<file path="src/rtl/param_dequantizer.sv">
// Dequantizer between the zig-zag decoder and the IDCT: coef * quant-table entry,
// scaled to fixed point with saturation, over a two-stage valid/ready pipeline.
module param_dequantizer #(
  parameter int COEF_W  = 12,
  parameter int QT_W    = 8,
  parameter int FRAC_W  = 8,
  parameter int OUT_W   = 24,
  parameter int NUM_TBL = 2,
  parameter int BLK_DIM = 8,
  localparam int BLK_BIT = $clog2(BLK_DIM),
  localparam int SEL_W   = (NUM_TBL > 1) ? $clog2(NUM_TBL) : 1
) (
  input  logic                     clk_i,
  input  logic                     rst_i,
  input  logic [COEF_W-1:0]        zig_veri_i,
  input  logic [BLK_BIT-1:0]       zig_veri_row_i,
  input  logic [BLK_BIT-1:0]       zig_veri_col_i,
  input  logic [SEL_W-1:0]         zig_tablo_sec_i,
  input  logic                     zig_blok_son_i,
  input  logic                     zig_veri_gecerli_i,
  output logic                     zig_veri_hazir_o,
  output logic [OUT_W-1:0]         idct_veri_o,
  output logic [BLK_BIT-1:0]       idct_veri_row_o,
  output logic [BLK_BIT-1:0]       idct_veri_col_o,
  output logic                     idct_blok_son_o,
  output logic                     idct_veri_gecerli_o,
  input  logic                     idct_veri_hazir_i,
  input  logic                     tablo_yaz_i,
  input  logic [SEL_W-1:0]         tablo_no_i,
  input  logic [2*BLK_BIT-1:0]     tablo_adr_i,
  input  logic [QT_W-1:0]          tablo_veri_i,
  output logic                     doyma_o,
  input  logic                     doyma_temizle_i
);

  localparam int ADR_W = 2 * BLK_BIT;
  localparam int DEPTH = BLK_DIM * BLK_DIM;
  localparam int PW    = COEF_W + QT_W + 1;
  localparam int SW    = PW + FRAC_W;
  localparam int WW    = ((SW > OUT_W) ? SW : OUT_W) + 1;

  localparam logic signed [WW-1:0] MAX_V = {{(WW-OUT_W+1){1'b0}}, {(OUT_W-1){1'b1}}};
  localparam logic signed [WW-1:0] MIN_V = {{(WW-OUT_W+1){1'b1}}, {(OUT_W-1){1'b0}}};

  // T.81 Annex K.1 / K.2 tables, natural (row-major) order
  localparam int LUMA [64] = '{
    16, 11, 10, 16, 24, 40, 51, 61,
    12, 12, 14, 19, 26, 58, 60, 55,
    14, 13, 16, 24, 40, 57, 69, 56,
    14, 17, 22, 29, 51, 87, 80, 62,
    18, 22, 37, 56, 68, 109, 103, 77,
    24, 35, 55, 64, 81, 104, 113, 92,
    49, 64, 78, 87, 103, 121, 120, 101,
    72, 92, 95, 98, 112, 100, 103, 99};
  localparam int CHROMA [64] = '{
    17, 18, 24, 47, 99, 99, 99, 99,
    18, 21, 26, 66, 99, 99, 99, 99,
    24, 26, 56, 99, 99, 99, 99, 99,
    47, 66, 99, 99, 99, 99, 99, 99,
    99, 99, 99, 99, 99, 99, 99, 99,
    99, 99, 99, 99, 99, 99, 99, 99,
    99, 99, 99, 99, 99, 99, 99, 99,
    99, 99, 99, 99, 99, 99, 99, 99};

  function automatic logic [QT_W-1:0] default_q(int unsigned t, int unsigned i);
    if (BLK_DIM == 8 && t == 0) return QT_W'(LUMA[i[5:0]]);
    if (BLK_DIM == 8 && t == 1) return QT_W'(CHROMA[i[5:0]]);
    return QT_W'(16);
  endfunction

  logic [QT_W-1:0] tbl [NUM_TBL][DEPTH];

  logic                     s1_valid, s1_last;
  logic signed [COEF_W-1:0] s1_coef;
  logic [BLK_BIT-1:0]       s1_row, s1_col;
  logic [QT_W-1:0]          s1_q;
  logic                     s2_ready, accept, wr_ok;
  logic [SEL_W-1:0]         rd_tbl;
  logic [ADR_W-1:0]         rd_idx;
  logic signed [PW-1:0]     prod;
  logic signed [WW-1:0]     wide;
  logic                     sat_hi, sat_lo;
  logic [OUT_W-1:0]         sat_val;

  assign s2_ready         = !idct_veri_gecerli_o || idct_veri_hazir_i;
  assign zig_veri_hazir_o = !s1_valid || s2_ready;
  assign accept           = zig_veri_gecerli_i && zig_veri_hazir_o;
  assign wr_ok            = tablo_yaz_i && (32'(tablo_no_i) < NUM_TBL);
  assign rd_tbl           = (32'(zig_tablo_sec_i) < NUM_TBL) ? zig_tablo_sec_i : '0;
  assign rd_idx           = ADR_W'(zig_veri_row_i) * ADR_W'(BLK_DIM) + ADR_W'(zig_veri_col_i);

  // The read is registered at the same edge as a write, so a colliding read sees the old entry.
  always_ff @(posedge clk_i or posedge rst_i) begin
    if (rst_i) begin
      for (int unsigned t = 0; t < NUM_TBL; t++)
        for (int unsigned i = 0; i < DEPTH; i++)
          tbl[t][i] <= default_q(t, i);
    end else if (wr_ok) begin
      tbl[tablo_no_i][tablo_adr_i] <= tablo_veri_i;
    end
  end

  always_ff @(posedge clk_i or posedge rst_i) begin
    if (rst_i) begin
      s1_valid <= 1'b0;
      s1_last  <= 1'b0;
      s1_coef  <= '0;
      s1_row   <= '0;
      s1_col   <= '0;
      s1_q     <= '0;
    end else if (accept) begin
      s1_valid <= 1'b1;
      s1_last  <= zig_blok_son_i;
      s1_coef  <= zig_veri_i;
      s1_row   <= zig_veri_row_i;
      s1_col   <= zig_veri_col_i;
      s1_q     <= tbl[rd_tbl][rd_idx];
    end else if (s2_ready) begin
      s1_valid <= 1'b0;
    end
  end

  always_comb begin
    prod    = PW'(s1_coef) * PW'($signed({1'b0, s1_q}));
    wide    = WW'(prod) <<< FRAC_W;
    sat_hi  = wide > MAX_V;
    sat_lo  = wide < MIN_V;
    sat_val = wide[OUT_W-1:0];
    if (sat_hi) sat_val = MAX_V[OUT_W-1:0];
    if (sat_lo) sat_val = MIN_V[OUT_W-1:0];
  end

  always_ff @(posedge clk_i or posedge rst_i) begin
    if (rst_i) begin
      idct_veri_gecerli_o <= 1'b0;
      idct_blok_son_o     <= 1'b0;
      idct_veri_o         <= '0;
      idct_veri_row_o     <= '0;
      idct_veri_col_o     <= '0;
    end else if (s2_ready) begin
      idct_veri_gecerli_o <= s1_valid;
      idct_blok_son_o     <= s1_valid && s1_last;
      if (s1_valid) begin
        idct_veri_o     <= sat_val;
        idct_veri_row_o <= s1_row;
        idct_veri_col_o <= s1_col;
      end
    end
  end

  // A new saturation outranks a simultaneous clear.
  always_ff @(posedge clk_i or posedge rst_i) begin
    if (rst_i)                                      doyma_o <= 1'b0;
    else if (s2_ready && s1_valid && (sat_hi || sat_lo)) doyma_o <= 1'b1;
    else if (doyma_temizle_i)                       doyma_o <= 1'b0;
  end

endmodule

</file>
<file path="config.mk">
export PLATFORM = sky130hd
export DESIGN_NAME = param_dequantizer
export DESIGN_NICKNAME = d
export VERILOG_FILES = /design/src/rtl/param_dequantizer.sv
export SDC_FILE = /design/constraint.sdc
export NUM_CORES = 2
export LEC_CHECK = 0
export BUFFER_PORTS_ARGS = -buffer_cell sky130_fd_sc_hd__buf_2
export CORE_ASPECT_RATIO = 0.9
export CORE_MARGIN = 2
export CORE_UTILIZATION = 35
export CTS_BUF_LIST = sky130_fd_sc_hd__clkbuf_4
export DETAILED_ROUTE_END_ITERATION = 7
export PLACE_DENSITY = 0.5
export SKIP_CTS_REPAIR_TIMING = 1
export SLEW_MARGIN = 20
export SYNTH_ARGS = -nofsm -noshare
export SYNTH_HDL_FRONTEND = slang
export SYNTH_SLANG_ARGS = --single-unit
</file>
<file path="constraint.sdc">
create_clock -name clk_i -period 39.9 [get_ports clk_i]
set_clock_uncertainty 0.15 [all_clocks]
set_input_delay 3.99 -clock clk_i [delete_from_list [all_inputs] [get_ports clk_i]]
set_output_delay 3.99 -clock clk_i [all_outputs]
set_load 0.02 [all_outputs]
</file>
Word-level counts from Yosys, hierarchy flattened
Cells that the tools add are included.
- input port bits: 41
- register bits after elaboration: 1085
- output and inout bits: 34
- logic and storage cells: 185
- multipliers: 1
- magnitude comparators: 8
- bitwise operators: 4
- reductions and logical operators: 14
- multiplexer cells: 17
- add/subtract/negate cells: 1
- operators by type and width (operator ; count):
    2-to-1 mux 512 bit ; 4
    bitwise mux 1024 bit ; 1
    demux 512 bit (select 1 bit) ; 1
    binary-select mux 8 bit (select 6 bit) ; 1
    demux 8 bit (select 6 bit) ; 1
    2-to-1 mux 24 bit ; 2
    > comparator 29 x 24 -> 1 bit, second input constant ; 1
    < comparator 29 x 24 -> 1 bit, second input constant ; 1
    2-to-1 mux 8 bit ; 3
    multiplier 12 x 9 -> 21 bit ; 1
    greater-or-equal comparator 7 bit, second input constant ; 2
    inverter 6 -> 7 bit ; 2
    < comparator 7 x 1 -> 1 bit, second input constant ; 1
    adder 6 x 3 -> 6 bit ; 1
    logical AND 1 bit ; 6
    greater-or-equal comparator 2 bit, second input constant ; 2
    2-to-1 mux 1 bit ; 4
    inverter 1 -> 2 bit ; 2
    nonzero test 2 bit ; 2
    logical OR 1 bit ; 3
    logical NOT 1 bit ; 2
    < comparator 2 x 1 -> 1 bit, second input constant ; 1
    AND reduction 2 bit ; 1

Depth between registers and ports, before layout
- depth after elaboration: 8
- depth in mapped cells: 21
- gate-level depth less buffers: 18

Worst setup path before layout
OpenSTA, ideal clock, no wires.
- kind: input port to output port
- start point: input port idct_veri_hazir_i
- end point: output port zig_veri_hazir_o
- arrival time: 4.283 ns
- buffers on the path: 0
- stages: 1
- data required time: 35.760 ns
- path slack: 31.477 ns
- path through: nand3b_1
- word-level cells in the longest chain between the ends: 2
- RTL lines (item ; RTL line ; source):
    from (decl) ; 27 ; input logic idct_veri_hazir_i,
    logical OR 1 bit ; 85 ; assign s2_ready = !idct_veri_gecerli_o || idct_veri_hazir_i;
    logical OR 1 bit ; 86 ; assign zig_veri_hazir_o = !s1_valid || s2_ready;
    to (decl) ; 21 ; output logic zig_veri_hazir_o,
Every way passes these cells.

Final worst setup path
Ends and elaborated chain as after synthesis.

==> results.toml <==
[finish]
synthToLayoutAreaGrowth_pct = 12.01
final_common_cell = "sky130_fd_sc_hd__mux2_2"
finalCoreUtilization_pct = 39.40
final_cell_mix = "sky130_fd_sc_hd__mux2_2 (1042), sky130_fd_sc_hd__dfrtp_1 (630), sky130_fd_sc_hd__clkbuf_4 (509), sky130_fd_sc_hd__dfstp_2 (448), sky130_fd_sc_hd__mux4_2 (328)"
finish.cell_count_without_fillers = 5841
fraction_of_final_layout_cells_with_drive_strength_greater_than_1_pct = 64.87
nets = 3771

[global_route]
gr-usage-met3_pct = 4.008
overflow = 0
grt_use_total_pct = 18.97
globalRouteMet2Util_pct = 29.08
first_pass_grt_wire_length_um = 218100
grt-busiest-layer = "met2"
grt_start_max_net_pins = 153
groute.layer.met1.usage_pct = 26.65
grt_pass1_vias = 32630
antenna_violations_before_repair = 11

[logic_synthesis]
post_synth_instance_area_um2 = 52830
yosys-top-cells-area = "sky130_fd_sc_hd__dfrtp_1 (30%), sky130_fd_sc_hd__dfstp_2 (22%), sky130_fd_sc_hd__mux2_2 (22%)"
synth.yosys.seq_area_share_pct = 52.13
synthArstFlopShare_pct = 100.0
ys_seq_elements = 1078
synth.distinct_cells = 49
synth.net_count = 3579
yosysTopAreaCellShare_pct = 29.84
postSynth.topFlopCell = "sky130_fd_sc_hd__dfrtp_1"
syn_inst = 3418
yosys_warnings = 0
synth_largest_area_cell = "sky130_fd_sc_hd__dfrtp_1"
count_of_flip_flops_with_a_built_in_enable_after_synthesis = 0
synth.avg_cell_area_um2 = 15.46

[worst_setup_path]
r2r_start = "s1_q[0]"
worst_r2r_endpoint = "doyma_o"
critical_path.endpoint_type = "output pin"
critical_path_class = "in2out"
setup.worst_path.start_class = "input port"
r2r_cells = 16
arrival_ps = 4490
req_time_crit_path_ps = 35760
critical_path_peak_fanout = 4
reg2reg_setup_slack_ps = 33810

[placement]
final_gp_congestion = 0.7434
buffer_ports.inserted = 74
dp.cells = 5282
hpwlAfterDp_um = 89360

[power]
leakagePower_nw = 26.40
power.ir.vdd_worst_mv = 0.02908
power_per_cell_area_nw_per_um2 = 47.06

[die]
die-height_um = 372.6
die_area_um2 = 154100
die_boundary_width_um = 413.5
starting_utilization_of_the_core_area_pct = 35.18
i_o_pin_count = 75
placeable_core_area_um2 = 150200
placement_rows = 135

[routing]
routed_wirelength_um = 143100
vias_per_cell = 5.222
postRouteAntennaNets = 0
via_count = 30500
drt-initial-drc-count = 1709
routed_wire_length_per_instance_um = 24.50
drc = 0
drtPass1Iterations = 5

[clocking]
cts_tree = "built"
cts_num_sinks = 1078
h_tree_levels = 5
cts_max_path_buffers = 4
cts.reportedPaths.clkPinSlew_ps = 60
cts_made_buffers = 312
cts_root_buffer = "sky130_fd_sc_hd__clkbuf_4"
insertion_delay_to_the_later_sink_of_the_worst_skew_pair_ps = 1250

[sta]
worstMarginPinSlew_ps = 1168
final.hold.worst_slack_ps = 316.4
timing.setup.tns_ps = 0
final_period_minus_worst_setup_slack_ps = 8632
finalCritPeriodShare_pct = 21.63
final-max-slew-violation-count = 0
fmax_mhz = 115.9
slew_headroom_pct = 21.82
setup_repair_after_global_routing_missed_its_margin = "false"
final-setup-viol-count = 0
finalHoldViolCount = 0

[min_path]
min-delay-path-class = "reg2reg"
worstHoldStart = "s1_row[0]"
hold_end = "idct_veri_row_o[0]"
hold_depth = 2

[job]
cap_violations = 0

[run_status]
run_status = "completed"
how the worst max path moves through the flow:
| stage | end | start | slack, ps | cells after the start |
|---|---|---|---|---|
| finish | zig_veri_hazir_o | idct_veri_hazir_i | 31270 | 3 |
| global route | zig_veri_hazir_o | idct_veri_hazir_i | 31240 | 3 |
| CTS | zig_veri_hazir_o | idct_veri_hazir_i | 31270 | 3 |
| detailed placement | tbl[864] | rst_i | 30960 | 7 |
| global placement | tbl[864] | rst_i | 30950 | 7 |
| floorplan | doyma_o | rst_i | 6150 | 1 |
cell families after synthesis:
family	share of synthesized area, %
buffers and inverters	2.942
adders and majority gates	3.951
AOI/OAI and AO/OA	1.364
and+or+nand+nor	3.086
muxes	36.22
DFF	52.13
xor gates and xnor gates	0.3150
synthesized netlist by cell type (all sizes together), types with 24 or more instances:
cell type / instances
a21oi: 24
mux4: 328
ha: 42
clkbuf: 181
mux2: 1042
dfstp: 448
nand2: 153
buf: 68
inv: 119
and2: 51
nor2: 117
fa: 78
dfrtp: 630
where the power goes:
| group | switching, mW | internal [mW] |
|---|---|---|
| clock | 0.479 | 0.592 |
| combinational | 0.231 | 0.201 |
| sequential | 0.0604 | 1.22 |
| total | 0.770 | 2.01 |
area by class of cell:
type,instances,area (um^2)
Multi-Input combinational cell,1972,23770
Clock inverter,44,244.0
Clock buffer,509,3821
Sequential cell,1078,27540
Inverter,119,454.2
Timing Repair Buffer,127,842.1
Antenna cell,6,15.01
Fill cell,14200,90990
Tap cell,1986,2485
critical path: stages:
cell and delay, ps:
sky130_fd_sc_hd__buf_2 100, sky130_fd_sc_hd__nand3b_1 210, sky130_fd_sc_hd__buf_2 200
metal layers:
layer	vias up	wire length [um]
met4	6	3414
li1	13090	-
met2	660	65800
met3	251	6602
met1	16500	67250
met5	-	36
through the flow:
stage                     power [mW]  worst slack [ps]  cell area (um^2)
after floorplan                1.617              6154             52830
after global placement         1.735             30950             55060
after detailed placement       1.741             30960             55080
after CTS                      2.839             31270             59150
after global routing           2.951             31240             59160
final                          2.784             31270             59170
registers in the layout, summed over array words and instances, names as in the netlist:
name and flops:
doyma_o 1, idct_blok_son_o 1, idct_veri_col_o 3, idct_veri_gecerli_o 1, idct_veri_o 17, idct_veri_row_o 3
s1_coef 12, s1_col 3, s1_last 1, s1_q 8, s1_row 3, s1_valid 1
tbl 1024
Note: power is estimated with default switching activity, not from simulation.
